<file path="src/rtl/clk_div_ctrl.sv">
// clk_div_ctrl: programmable divided-clock controller.
// Holds the half-period and burst-length configuration behind a valid/ready
// port and sequences start / stop / burst operation of a registered divided
// clock. The divided clock never produces a high phase shorter than H+1
// cycles: a stop that arrives while clkout is high waits for the falling edge.
module clk_div_ctrl #(
    parameter int          CNT_W     = 32,
    parameter int          BURST_W   = 16,
    parameter int unsigned DEF_HALF  = 25,
    parameter int unsigned DEF_BURST = 0
) (
    input  logic               clkin,
    input  logic               resetn,
    input  logic               cfg_valid,
    output logic               cfg_ready,
    input  logic [CNT_W-1:0]   cfg_half,
    input  logic [BURST_W-1:0] cfg_burst,
    input  logic               start,
    input  logic               stop,
    output logic               clkout,
    output logic               tick,
    output logic               busy,
    output logic               done
);

    typedef enum logic [1:0] {
        ST_IDLE     = 2'd0,
        ST_RUN      = 2'd1,
        ST_STOPPING = 2'd2
    } state_t;

    state_t             state_r;
    state_t             state_nxt;

    logic [CNT_W-1:0]   half_r;
    logic [BURST_W-1:0] burst_r;
    logic [CNT_W-1:0]   cnt_r;
    logic [BURST_W-1:0] bcnt_r;
    logic               clkout_r;
    logic               tick_r;
    logic               done_r;
    logic               busy_r;
    logic               cfg_ready_r;
    logic               burst_stop_r;

    logic [CNT_W-1:0]   half_nxt;
    logic [BURST_W-1:0] burst_nxt;
    logic [CNT_W-1:0]   cnt_nxt;
    logic [BURST_W-1:0] bcnt_nxt;
    logic               clkout_nxt;
    logic               tick_nxt;
    logic               done_nxt;
    logic               burst_stop_nxt;

    logic               wrap_s;
    logic               rise_s;
    logic               fall_s;
    logic [BURST_W-1:0] bcnt_inc_s;
    logic               burst_hit_s;

    // Toggle point is reached when the half-period counter equals H.
    assign wrap_s      = (cnt_r == half_r);
    // Rising toggles only happen while running; STOPPING is always entered high.
    assign rise_s      = (state_r == ST_RUN) && wrap_s && !clkout_r;
    assign fall_s      = (state_r != ST_IDLE) && wrap_s && clkout_r;
    // Burst edge counter saturates at all-ones.
    assign bcnt_inc_s  = (&bcnt_r) ? bcnt_r : (bcnt_r + {{(BURST_W-1){1'b0}}, 1'b1});
    // Final rising edge of a finite burst; takes precedence over stop.
    assign burst_hit_s = rise_s && (burst_r != {BURST_W{1'b0}}) && (bcnt_inc_s == burst_r);

    // State register.
    always_ff @(posedge clkin or negedge resetn) begin
        if (!resetn) begin
            state_r <= ST_IDLE;
        end else begin
            state_r <= state_nxt;
        end
    end

    // Next-state selection: start/stop sequencing and burst completion.
    always_comb begin
        state_nxt = state_r;
        case (state_r)
            ST_IDLE: begin
                if (start && !stop) begin
                    state_nxt = ST_RUN;
                end else begin
                    state_nxt = ST_IDLE;
                end
            end
            ST_RUN: begin
                if (burst_hit_s) begin
                    state_nxt = ST_STOPPING;
                end else if (stop) begin
                    // Low phase, or high phase ending right now: leave at once.
                    if (!clkout_r || fall_s) begin
                        state_nxt = ST_IDLE;
                    end else begin
                        state_nxt = ST_STOPPING;
                    end
                end else begin
                    state_nxt = ST_RUN;
                end
            end
            ST_STOPPING: begin
                if (fall_s) begin
                    state_nxt = ST_IDLE;
                end else begin
                    state_nxt = ST_STOPPING;
                end
            end
            default: begin
                state_nxt = ST_IDLE;
            end
        endcase
    end

    // Next values for the counters, configuration and registered outputs.
    always_comb begin
        half_nxt       = half_r;
        burst_nxt      = burst_r;
        cnt_nxt        = cnt_r;
        bcnt_nxt       = bcnt_r;
        clkout_nxt     = clkout_r;
        tick_nxt       = 1'b0;
        done_nxt       = 1'b0;
        burst_stop_nxt = burst_stop_r;
        if (state_r == ST_IDLE) begin
            cnt_nxt        = {CNT_W{1'b0}};
            bcnt_nxt       = {BURST_W{1'b0}};
            clkout_nxt     = 1'b0;
            burst_stop_nxt = 1'b0;
            // Writing in the start cycle means the run sees the new values.
            if (cfg_valid && cfg_ready_r) begin
                half_nxt  = cfg_half;
                burst_nxt = cfg_burst;
            end else begin
                half_nxt  = half_r;
                burst_nxt = burst_r;
            end
        end else if (state_nxt == ST_IDLE) begin
            cnt_nxt        = {CNT_W{1'b0}};
            clkout_nxt     = 1'b0;
            done_nxt       = (state_r == ST_STOPPING) && burst_stop_r;
            burst_stop_nxt = 1'b0;
        end else begin
            if (wrap_s) begin
                cnt_nxt    = {CNT_W{1'b0}};
                clkout_nxt = !clkout_r;
            end else begin
                cnt_nxt    = cnt_r + {{(CNT_W-1){1'b0}}, 1'b1};
                clkout_nxt = clkout_r;
            end
            tick_nxt = rise_s;
            if (rise_s) begin
                bcnt_nxt = bcnt_inc_s;
            end else begin
                bcnt_nxt = bcnt_r;
            end
            if (burst_hit_s) begin
                burst_stop_nxt = 1'b1;
            end else begin
                burst_stop_nxt = burst_stop_r;
            end
        end
    end

    // Datapath, configuration and output registers.
    always_ff @(posedge clkin or negedge resetn) begin
        if (!resetn) begin
            half_r       <= CNT_W'(DEF_HALF);
            burst_r      <= BURST_W'(DEF_BURST);
            cnt_r        <= {CNT_W{1'b0}};
            bcnt_r       <= {BURST_W{1'b0}};
            clkout_r     <= 1'b0;
            tick_r       <= 1'b0;
            done_r       <= 1'b0;
            busy_r       <= 1'b0;
            cfg_ready_r  <= 1'b1;
            burst_stop_r <= 1'b0;
        end else begin
            half_r       <= half_nxt;
            burst_r      <= burst_nxt;
            cnt_r        <= cnt_nxt;
            bcnt_r       <= bcnt_nxt;
            clkout_r     <= clkout_nxt;
            tick_r       <= tick_nxt;
            done_r       <= done_nxt;
            busy_r       <= (state_nxt != ST_IDLE);
            cfg_ready_r  <= (state_nxt == ST_IDLE);
            burst_stop_r <= burst_stop_nxt;
        end
    end

    assign clkout    = clkout_r;
    assign tick      = tick_r;
    assign busy      = busy_r;
    assign done      = done_r;
    assign cfg_ready = cfg_ready_r;

endmodule

</file>
<file path="config.mk">
export PLATFORM = sky130hd
export DESIGN_NAME = clk_div_ctrl
export DESIGN_NICKNAME = d
export VERILOG_FILES = /design/src/rtl/clk_div_ctrl.sv
export SDC_FILE = /design/constraint.sdc
export NUM_CORES = 1
export LEC_CHECK = 0
export BUFFER_PORTS_ARGS = -buffer_cell sky130_fd_sc_hd__clkbuf_2
export CORE_MARGIN = 8
export CORE_UTILIZATION = 30
export DETAILED_ROUTE_END_ITERATION = 6
export HOLD_SLACK_MARGIN = 0.06
export PLACE_DENSITY = 0.49
export SETUP_SLACK_MARGIN = 0.3
export SLEW_MARGIN = 5
export SYNTH_ARGS = -nofsm -noshare
export SYNTH_HDL_FRONTEND = slang
export SYNTH_SLANG_ARGS = --single-unit
</file>
<file path="constraint.sdc">
create_clock -name clkin -period 4.3 [get_ports clkin]
set_input_delay 0.86 -clock clkin [delete_from_list [all_inputs] [get_ports clkin]]
set_output_delay 0.86 -clock clkin [all_outputs]
set_load 0.02 [all_outputs]
</file>
==> Word level (Yosys, flattened, before mapping) <==
Index checks and enable logic that the tools add are counted.
{ "op_classes": {"n_eq_ne": 5, "muxes": 23, "n_reduce_logical": 23, "n_addsub": 2} }
{ "ops": {"columns": ["operator", "n"], "rows": [
  ["32-bit 2-to-1 mux", 3],
  ["16-bit 2-to-1 mux", 4],
  ["32-bit by 1-bit adder with 32-bit output (second input constant)", 1],
  ["32-bit == test", 1],
  ["16-bit by 1-bit adder with 16-bit output (second input constant)", 1],
  ["16-bit == test", 1],
  ["16-bit AND reduction", 1],
  ["16-bit nonzero test", 1],
  ["1-bit 2-to-1 mux", 11],
  ["1-bit logical AND", 9],
  ["2-bit 2-to-1 mux", 4],
  ["2-bit one-hot mux with 3 select lines", 1],
  ["2-bit nonzero test", 3],
  ["3-bit nonzero test", 2],
  ["2-bit zero test", 2],
  ["2-bit AND reduction", 2],
  ["2-bit by 1-bit == test with 1-bit output (second input constant)", 1],
  ["2-bit == test (second input constant)", 1],
  ["1-bit zero test", 2],
  ["2-bit inequality test (second input constant)", 1],
  ["1-bit logical OR", 1]
]} }
{ "totals": {"elab_cells": 64, "in_bits": 53, "reg_bits": 104, "output_inout_bits": 5} }

==> Longest topological paths before layout <==
Gate-level depths: netlist of the first run.
{ "depth": {"ltp_word": 11, "mapped_depth": 13, "mapped_depth_nobuf": 10} }

==> Worst setup path after synthesis of the first run <==
Ideal clock, no wire load.
{ "synth_path": {"kind": "register to register", "start": "register bcnt_r[0]", "end": "register bcnt_r[9]", "path_stages_with_launch": 13, "n_path_buf": 2, "t_arrival_ps": 3036, "path_slack_ps": 1197, "setup_ps": 67, "required_time_ps": 4233, "period_less_slack_ps": 3103, "path_cell_list": "dfrtp_1 -> ha_1 -> nand3_1 -> or4_1 -> clkbuf_1 -> a21oi_1 -> a21oi_1 -> nor4bb_1 -> nand3_1 -> o32ai_2 -> buf_4 -> mux2_2 -> nand2_1"} }
{ "synth_between": {"elab_chain_cells": 9, "elab_cells_between_ends": 13, "classes_between": "add/sub: 1; eq/ne: 2; mux: 6; reduce/logical: 4"} }
{ "synth_lines": {"columns": ["item", "line_no", "rtl"], "rows": [
  ["start, declared", "38", "logic [BURST_W-1:0] bcnt_r;"],
  ["start signal, assigned", "174", "bcnt_r <= {BURST_W{1'b0}};"],
  ["start signal, assigned", "185", "bcnt_r <= bcnt_nxt;"],
  ["16-bit by 1-bit adder with 16-bit output or 16-bit AND reduction (tied branches)", "67", "assign bcnt_inc_s = (&bcnt_r) ? bcnt_r : (bcnt_r + {{(BURST_W-1){1'b0}}, 1'b1});"],
  ["16-bit 2-to-1 mux *", "67", null],
  ["16-bit == test", "69", "assign burst_hit_s = rise_s && (burst_r != {BURST_W{1'b0}}) && (bcnt_inc_s == burst_r);"],
  ["1-bit logical AND", "69", null],
  ["2-bit 2-to-1 mux", "92", "if (burst_hit_s) begin"],
  ["2-bit one-hot mux with 3 select lines", "83", "case (state_r)"],
  ["2-bit zero test", "141", "end else if (state_nxt == ST_IDLE) begin"],
  ["2-bit inequality test (no line)", null, null],
  ["2-bit AND reduction (no line)", null, null]
]} }
Every way passes the cells marked *; elsewhere a longest branch is shown, timed or not. The select of a mux whose other input is x is not followed.
A chain may end at the register's enable or synchronous reset.

==> Worst setup path in the final report of the first run <==
Ends and elaborated chain as after synthesis.

==> flow_metrics.py, run 1 <==
metrics = {
    "outcome": {
        "status": "finished clean",
    },
    "critical_path": {
        "cp.required_ns": 4.61,
        "critPathArrivalTime_ns": 4.00,
        "crit_type": "register to register",
        "path_max_fanout": 30,
        "r2r_cells": 11,
        "critPathLaunchType": "register",
        "critPathCaptureType": "register",
        "r2r_end": "bcnt_r[9]$_DFFE_PN0P_",
        "cp_slowest_cell": "or4_1",
        "reg2reg_slack_ns": 0.60,
        "worstSetupStartpoint": "bcnt_r[0]$_DFFE_PN0P_",
        "critPathMaxStageDelay_ns": 0.54,
        "worstPathCellList": "ha_1 -> nand3_1 -> nor4_4 -> buf_4 -> or4_1 -> a222oi_1 -> nand3_1 -> o32ai_2 -> buf_4 -> mux2_2 -> nand2_1",
        "rr_startpoint": "bcnt_r[0]$_DFFE_PN0P_",
    },
    "sta": {
        "period_minus_slack_ns": 3.70,
        "rsz0062_at_grt": "no",
        "finalMaxSlewViolations": 0,
        "clock.fmax_mhz": 270,
        "fin_crit_sh": 0.860,
        "setup_violations": 0,
        "finalHoldViolCount": 0,
        "relSlewSlack": 0.266,
        "tightest_slew_ns": 1.10,
        "tns_ns": 0,
        "fin_skew_ns": 0.0124,
    },
    "worst_hold_path": {
        "hold_class": "register to register",
        "hp-start": "half_r[31]$_DFFE_PN0P_",
        "hold_path_depth": 1,
        "min_to": "half_r[31]$_DFFE_PN0P_",
    },
    "floorplan": {
        "core_area_um2": 18800,
        "top_level_ports": 58,
        "num_rows": 50,
        "start_util": 0.308,
        "die_w_um": 155,
        "dieArea_um2": 23900,
        "fp.dieH_um": 155,
    },
    "finish": {
        "drive_gt1_frac": 0.243,
        "fin_nets": 692,
        "area_growth_pct": 15.0,
        "n_antenna_cell": 0,
    },
    "global_routing": {
        "grt_first_pass_wirelength_um": 25900,
        "antenna_found_initial": 0,
        "grt_max_degree": 57,
        "first_global_vias": 4669,
        "grt_usage": 0.138,
        "grt-ovfl-total": 0,
    },
    "cts": {
        "post_cts.repair.setup_buffers": 0,
        "clkSinkCount": 104,
        "clock_path_buffers": 2,
        "cts-root-buf": "clkbuf_16",
        "numCtsBuffers": 9,
        "post_cts_resized": 0,
        "insertion_delay_ns": 0.37,
        "htreeDepth": 3,
        "cts_tree": "done",
        "clk_pin_slew_ns": 0.08,
        "cts_hold_buf": 0,
    },
    "power": {
        "peakVddDrop_mv": 0.179,
        "finalPower_mw": 2.33,
        "power_leakage_nw": 2.83,
        "p_per_area_nw_per_um2": 351,
    },
    "synthesis": {
        "netlist_instances": 582,
        "synthArstFlopShare": 1.00,
        "synth_area_um2": 5770,
        "synth.cells.most_frequent": "dfrtp_1, nor2_1, xor2_1",
        "ys.flop_type": "dfrtp_1",
        "yosys_warnings": 0,
        "synthDistinctLibCells": 63,
        "synth_nets": 637,
        "yosys.area.top_type_share": 0.433,
        "synth.area.top_cells": "dfrtp_1, mux2_2, xor2_1, nor2_1, xnor2_1",
        "synth_edf_count": 0,
        "synth-seq-cells": 104,
        "synth.most_common_cell": "dfrtp_1",
        "yosysSeqAreaShare": 0.452,
        "postSynthAreaPerCell_um2": 9.92,
        "synth_top_area_cell": "dfrtp_1",
    },
    "detailed_routing": {
        "topRoutingLayerUsed": "met4",
        "remaining_drc_errors": 0,
        "wl_met2_um": 7670,
        "routed_via_density": 5.34,
        "dr_total_vias": 4675,
        "wl_per_cell_um": 18.5,
        "drt-met1-wl_um": 7230,
        "wl_met3_um": 902,
        "ant_nets": 0,
        "finalWirelength_um": 16200,
        "firstDrtPassIters": 6,
        "drtIter0Drc": 290,
    },
    "flow_run": {
        "cap_violations": 0,
    },
    "place": {
        "dp_hpwl_um": 12400,
        "gp_congestion": 0.913,
        "port_buffers": 57,
    },
}
[kinds of logic after synthesis]
logic type	Yosys count	synth area share
AOI/OAI and AO/OA	74	0.0895
xor gates and xnor gates	74	0.112
adders and majority gates	2	0.00433
buffers and inverters	45	0.0331
DFF	104	0.452
muxes	47	0.0914
and+or+nand+nor	236	0.218
[how the worst max path moves through the flow]
stage / slack [ns] / cells past startpoint / to
floorplan: 1.20 / 12 / bcnt_r[9]$_DFFE_PN0P_
global placement: 0.71 / 11 / bcnt_r[9]$_DFFE_PN0P_
detailed placement: 0.50 / 11 / bcnt_r[4]$_DFFE_PN0P_
CTS: 0.47 / 11 / bcnt_r[4]$_DFFE_PN0P_
global route: 0.31 / 11 / bcnt_r[4]$_DFFE_PN0P_
finish: 0.60 / 11 / bcnt_r[9]$_DFFE_PN0P_
[sequential cells by signal, indices dropped and copies added (netlist names)]
signal        flops
cnt_r            32
half_r           32
bcnt_r           16
burst_r          16
state_r           2
burst_stop_r      1
busy              1
cfg_ready         1
clkout            1
done              1
tick              1
[stage by stage]
stage               instance area (um2)  hold slack, ns  utilization  worst slack (ns)  std cells
finish                             6640           0.538        0.354             0.602        876
CTS                                6630           0.543        0.353             0.474        876
detailed placement                 6350           0.525        0.338             0.504        860
global placement                   6350           0.524        0.338             0.711        860
global route                       6640           0.566        0.354             0.305        876
floorplan                          5770           0.472            -              1.20        582
[where the power goes]
group	switching [mW]	internal (mW)
combinational	0.163	0.170
sequential	0.104	1.08
clock	0.412	0.405
total	0.679	1.65
[metal layers]
metal  global-route usage  vias up
met4               0.0551        0
met5                    0        -
met3               0.0346       31
met1                0.173     2308
li1                     -     2207
met2                0.224      129
[worst max-delay path, delay by kind of cell (launching register included)]
kind            cells  cell delay, ns
compound gates      2            0.76
fa+ha+maj           1            0.32
buf+inv             2            0.53
flops               1            0.47
mux                 1            0.38
simple gates        5            1.16
[cell type report]
type	instances	area (um2)
multi-input combinational	433	2990
inverter	15	56.3
sequential	104	2610
tap	234	293
clock buffer	10	229
fill	1911	12100
timing repair buffer	74	415
clock inverter	6	51.3
[cell usage in the layout (no fill, tap or decap), types with 3 or more instances in the layout]
cell and count:
a211oi_1 5, a21oi_1 14, a31oi_1 3, and2_1 5
and3_1 9, and4_1 8, buf_4 18, clkbuf_16 9
clkbuf_2 56, dfrtp_1 100, dfstp_2 4, inv_1 15
inv_6 4, mux2_2 46, nand2_1 39, nand3_1 25
nand3b_1 9, nand4_1 21, nor2_1 65, nor3_1 6
nor4_1 22, o21ai_0 20, o31ai_1 4, or2_2 5
or4_1 6, xnor2_1 17, xor2_1 57
(Power assumes the default switching activity.)
==> inputs of run 2 (changes only) <==
Settings changed: CORE_UTILIZATION 30 to 59, PLACE_DENSITY 0.49 to 0.83.
==> flow_metrics.py, run 2 (synthesized netlist as in run 1, its figures left out) <==
metrics = {
    "detailed_routing": {
        "finalWirelength_um": 14800,
        "ant_nets": 0,
        "firstDrtPassIters": 5,
        "remaining_drc_errors": 0,
        "wl_per_cell_um": 19.3,
        "drtIter0Drc": 245,
        "dr_total_vias": 4601,
        "routed_via_density": 5.98,
    },
    "sta": {
        "clock.fmax_mhz": 263,
        "period_minus_slack_ns": 3.80,
        "tightest_slew_ns": 1.11,
        "setup_violations": 0,
        "fin_skew_ns": 0.0131,
        "finalMaxSlewViolations": 0,
        "fin_crit_sh": 0.884,
        "rsz0062_at_grt": "no",
        "finalHoldViolCount": 0,
        "tns_ns": 0,
        "relSlewSlack": 0.262,
    },
    "floorplan": {
        "die_w_um": 115,
        "fp.dieH_um": 115,
        "num_rows": 36,
        "start_util": 0.599,
        "dieArea_um2": 13200,
        "core_area_um2": 9640,
        "top_level_ports": 58,
    },
    "place": {
        "port_buffers": 57,
        "dp_hpwl_um": 11200,
        "gp_congestion": 0.954,
    },
    "cts": {
        "clock_path_buffers": 2,
        "clk_pin_slew_ns": 0.10,
        "numCtsBuffers": 9,
        "cts_tree": "done",
        "cts-root-buf": "clkbuf_8",
        "insertion_delay_ns": 0.39,
        "clkSinkCount": 104,
        "htreeDepth": 3,
    },
    "critical_path": {
        "critPathArrivalTime_ns": 4.12,
        "rr_startpoint": "bcnt_r[8]$_DFFE_PN0P_",
        "critPathLaunchType": "register",
        "reg2reg_slack_ns": 0.50,
        "r2r_cells": 10,
        "cp.required_ns": 4.62,
        "crit_type": "register to register",
        "worstSetupStartpoint": "bcnt_r[8]$_DFFE_PN0P_",
        "critPathCaptureType": "register",
        "path_max_fanout": 30,
    },
    "flow_run": {
        "cap_violations": 0,
    },
    "power": {
        "power_leakage_nw": 2.74,
        "peakVddDrop_mv": 0.271,
        "p_per_area_nw_per_um2": 325,
        "finalPower_mw": 2.07,
    },
    "finish": {
        "final_common_cell": "dfrtp_1",
        "multi_input_area_um2": 2980,
        "n_antenna_cell": 0,
        "area_growth_pct": 10.4,
        "drive_gt1_frac": 0.232,
        "fin_nets": 687,
        "nFillCells": 769,
        "layout_common_cells": "dfrtp_1, nor2_1, xor2_1, clkbuf_2, mux2_2",
        "seqCellArea_um2": 2610,
        "top_regs": "cnt_r x32, half_r x32",
    },
    "global_routing": {
        "grt-ovfl-total": 0,
        "grt_first_pass_wirelength_um": 24500,
        "first_global_vias": 4772,
        "grt_max_degree": 50,
        "antenna_found_initial": 0,
        "grt_usage": 0.239,
    },
    "worst_hold_path": {
        "hold_class": "input pin to async pin",
    },
    "outcome": {
        "status": "finished clean",
    },
}
[run 2: critical path, cell delays in order, from the launching register on]
cell	delay, ns
dfrtp_1	0.57
nand4_2	0.44
nor4_4	0.69
nor3b_1	0.11
a311o_1	0.36
nor4_1	0.44
nand3_1	0.15
o32ai_2	0.35
buf_12	0.23
mux2_2	0.35
nand2_1	0.06
[run 2: cell type report]
cell class	instances	share of cell area
tap	133	0.0261
multi-input combinational	433	0.468
inverter	15	0.00884
sequential	104	0.409
clock inverter	4	0.00511
timing repair buffer	69	0.0613
clock buffer	12	0.0212
[run 2: per-layer routing]
layer	GRT usage	vias up	part of all wire
li1	-	2186	-
met2	0.396	143	0.50
met3	0.0620	40	0.058
met4	0.126	0	0.041
met5	0	-	0
met1	0.281	2232	0.40
[run 2: worst paths after layout]
check                                          to
min in group clkin          half_r[2]$_DFFE_PN0P_
hold / removal             half_r[24]$_DFFE_PN0P_
setup reg to reg            bcnt_r[9]$_DFFE_PN0P_
setup / recovery            bcnt_r[9]$_DFFE_PN0P_
max in group asynchronous   half_r[4]$_DFFE_PN1P_
hold reg to reg             half_r[2]$_DFFE_PN0P_
[run 2: metrics by stage]
step / worst slack, ns / cells / area [um2] / util / hold WS [ns]
after global routing: 0.284 / 770 / 6370 / 0.661 / 0.461
after detailed placement: 0.572 / 752 / 6190 / 0.642 / 0.520
after CTS: 0.545 / 768 / 6350 / 0.659 / 0.446
after floorplan: 1.20 / 582 / 5770 / - / 0.472
final: 0.498 / 770 / 6370 / 0.661 / 0.429
after global placement: 0.594 / 752 / 6190 / 0.642 / 0.512
[run 2: repair_timing]
item	4_1_cts	5_1_grt
hold buffers	0	0
setup buffers	0	2
resized for setup	0	1
setup endpoints to repair	0	4
[run 2: where the power goes]
part           switching, mW  internal, mW  total, mW
Sequential             0.103          1.08       1.18
Combinational          0.161         0.170      0.332
Clock                  0.345         0.214      0.558
==> inputs of run 3 (changes only) <==
Settings changed: ABC_AREA from default to 1, TNS_END_PERCENT from default to 100.
==> flow_metrics.py, run 3 <==
metrics = {
    "outcome": {
        "status": "finished clean",
    },
    "worst_hold_path": {
        "hp-start": "half_r[22]$_DFFE_PN0P_",
        "hold_class": "register to register",
        "min_to": "half_r[22]$_DFFE_PN0P_",
        "hold_path_depth": 1,
    },
    "sta": {
        "finalMaxSlewViolations": 0,
        "fin_ws_ns": 1.04,
        "clock.fmax_mhz": 307,
        "relSlewSlack": 0.340,
        "tns_ns": 0,
        "fin_crit_sh": 0.758,
        "finalHoldViolCount": 0,
        "fin_skew_ns": 0.0148,
        "setup_violations": 0,
        "period_minus_slack_ns": 3.26,
        "tightest_slew_ns": 0.990,
        "rsz0062_at_grt": "no",
    },
    "finish": {
        "top_regs": "cnt_r x32, half_r x32",
        "final_common_cell": "nand2_1",
        "fin_nets": 807,
        "drive_gt1_frac": 0.177,
        "layout_common_cells": "nand2_1, nor2_1, dfrtp_1, inv_1",
        "n_antenna_cell": 0,
        "stdcell_count": 890,
        "area_growth_pct": 9.42,
        "final_area_um2": 6270,
    },
    "synthesis": {
        "synth_top_family_by_area": "simple AND/OR/NAND/NOR gates",
        "yosysSeqAreaShare": 0.455,
        "netlist_instances": 697,
        "synth-compound-area-share": 0.0308,
        "synth_top_area_cell": "dfrtp_1",
        "synth_edf_count": 0,
        "yosys.area.top_type_share": 0.437,
        "synth.most_common_cell": "nand2_1",
        "synthArstFlopShare": 1.00,
        "synth_area_um2": 5730,
        "yosys_warnings": 0,
        "synthAdderAreaFrac": 0.00437,
        "postSynthAreaPerCell_um2": 8.22,
        "synth.cells.most_frequent": "nand2_1, nor2_1, dfrtp_1",
        "synthMuxAreaShare": 0.0610,
        "synth.area.top_cells": "dfrtp_1, nand2_1, nor2_1, mux2_2, nand3_1",
        "yosys.area_share.simple": 0.296,
        "synth_nets": 752,
        "synthDistinctLibCells": 31,
        "synth_xor_area_frac": 0.0826,
        "ys.flop_type": "dfrtp_1",
        "synth-seq-cells": 104,
    },
    "critical_path": {
        "critPathMaxStageDelay_ns": 0.50,
        "r2r_cells": 17,
        "critPathArrivalTime_ns": 3.55,
        "cp_slowest_cell": "nand3_2",
        "rr_startpoint": "bcnt_r[0]$_DFFE_PN0P_",
        "r2r_end": "cnt_r[25]$_DFF_PN0_",
        "crit_type": "register to register",
        "path_max_fanout": 32,
        "worstPathCellList": "ha_1 -> nand3_1 -> nor2_1 -> nand3_1 -> nand2_1 -> nand3_1 -> nand2_1 -> nand2_1 -> nor2_1 -> nand2_1 -> nor2_1 -> nand3_2 -> nand2_1 -> nand2_2 -> nand4_2 -> nand3_2 -> nor2_1",
        "crit_top_cell": "nand2_1",
        "reg2reg_slack_ns": 1.04,
        "cp.required_ns": 4.59,
        "critPathCaptureType": "register",
        "critPathLaunchType": "register",
    },
    "cts": {
        "cts_hold_buf": 0,
        "clkSinkCount": 104,
        "cts_tree": "done",
        "numCtsBuffers": 9,
        "post_cts_resized": 0,
        "clk_pin_slew_ns": 0.10,
        "post_cts.repair.setup_buffers": 0,
        "clock_path_buffers": 2,
        "htreeDepth": 3,
        "cts-root-buf": "clkbuf_8",
        "insertion_delay_ns": 0.38,
    },
    "place": {
        "dp_hpwl_um": 9470,
        "dp_cells": 874,
        "placed_area_um2": 6100,
        "gp_congestion": 0.917,
        "port_buffers": 57,
        "post-place-ws_ns": 1.10,
    },
    "floorplan": {
        "num_rows": 36,
        "top_level_ports": 58,
        "die_w_um": 115,
        "core_area_um2": 9590,
        "fp.dieH_um": 115,
        "start_util": 0.597,
        "dieArea_um2": 13100,
    },
    "detailed_routing": {
        "firstDrtPassIters": 5,
        "wl_met3_um": 595,
        "wl_per_cell_um": 14.1,
        "ant_nets": 0,
        "remaining_drc_errors": 0,
        "drtIter0Drc": 295,
        "wl_met2_um": 6440,
        "finalWirelength_um": 12500,
        "routed_via_density": 5.24,
        "topRoutingLayerUsed": "met4",
        "dr_total_vias": 4660,
        "drt-met1-wl_um": 5200,
    },
    "power": {
        "peakVddDrop_mv": 0.199,
        "p_int_mw": 1.21,
        "p_per_area_nw_per_um2": 252,
        "seqPwrFrac": 0.619,
        "p_sw_mw": 0.371,
        "combPwrFrac": 0.027,
        "p_sw_frac": 0.235,
        "power_leakage_nw": 3.23,
        "p_clk_frac": 0.354,
        "finalPower_mw": 1.58,
    },
    "global_routing": {
        "first_global_vias": 4887,
        "grt_first_pass_wirelength_um": 21500,
        "grt_max_degree": 81,
        "grt_usage": 0.204,
        "grt-ovfl-total": 0,
        "antenna_found_initial": 0,
    },
    "flow_run": {
        "cap_violations": 0,
    },
}
[run 3: changes by cell type in the layout (fill, tap and decap cells not counted), moves of 14 or more]
| cell | previous run | this run |
|---|---|---|
| nand3_1 | 25 | 56 |
| inv_1 | 15 | 73 |
| xor2_1 | 57 | 32 |
| mux2_2 | 46 | 31 |
| nor4_1 | 22 | 8 |
| nand2_1 | 39 | 164 |
| nor2_1 | 65 | 103 |
[run 3: final cells by class]
class | count | area (um2)
Clock buffer | 10 | 128
Clock inverter | 6 | 42.5
Fill cell | 821 | 3330
Inverter | 76 | 285
Multi-Input combinational cell | 501 | 2730
Sequential cell | 104 | 2610
Tap cell | 133 | 166
Timing Repair Buffer | 60 | 310
[run 3: how the worst max path moves through the flow]
stage | from | endpoint | slack [ns] | cells after the start
floorplan | bcnt_r[0]$_DFFE_PN0P_ | bcnt_r[13]$_DFFE_PN0P_ | 1.85 | 20
global placement | bcnt_r[0]$_DFFE_PN0P_ | cnt_r[31]$_DFF_PN0_ | 1.26 | 18
detailed placement | bcnt_r[0]$_DFFE_PN0P_ | cnt_r[25]$_DFF_PN0_ | 1.10 | 18
CTS | bcnt_r[0]$_DFFE_PN0P_ | cnt_r[2]$_DFF_PN0_ | 1.10 | 18
global route | bcnt_r[0]$_DFFE_PN0P_ | cnt_r[2]$_DFF_PN0_ | 0.64 | 17
finish | bcnt_r[0]$_DFFE_PN0P_ | cnt_r[25]$_DFF_PN0_ | 1.04 | 17
[run 3: worst max-delay path, delay by kind of cell (launching register included)]
kind / cells / cell delay, ns
flip-flops: 1 / 0.43
adder cells (fa/ha/maj): 1 / 0.27
AND/OR/NAND/NOR: 16 / 2.47
[run 3: cells by family after synthesis]
logic type | Yosys count
compound gates | 31
xor+xnor | 54
fa+ha+maj | 2
buf+inv | 92
flops | 104
mux | 31
simple gates | 383
[run 3: stage by stage]
| stage | hold slack [ns] | utilization |
|---|---|---|
| 2_1_floorplan | 0.477 | - |
| 3_3_place_gp | 0.500 | 0.635 |
| 3_5_place_dp | 0.514 | 0.635 |
| 4_1_cts | 0.535 | 0.653 |
| 5_1_grt | 0.557 | 0.653 |
| 6_report | 0.531 | 0.653 |
[run 3: power groups by stage]
stage	Sequential, mW	Combinational, mW	Clock, mW
5_1_grt	0.978	0.0497	0.603
6_report	0.977	0.0428	0.559
3_5_place_dp	0.997	0.0446	0
3_3_place_gp	0.997	0.0431	0
4_1_cts	0.977	0.0447	0.573
2_1_floorplan	0.997	0.000771	0
[run 3: layer usage]
metal	global-route usage	vias up
li1	-	2335
met1	0.233	2179
met2	0.362	123
met3	0.0374	23
met4	0.0923	0
met5	0	-
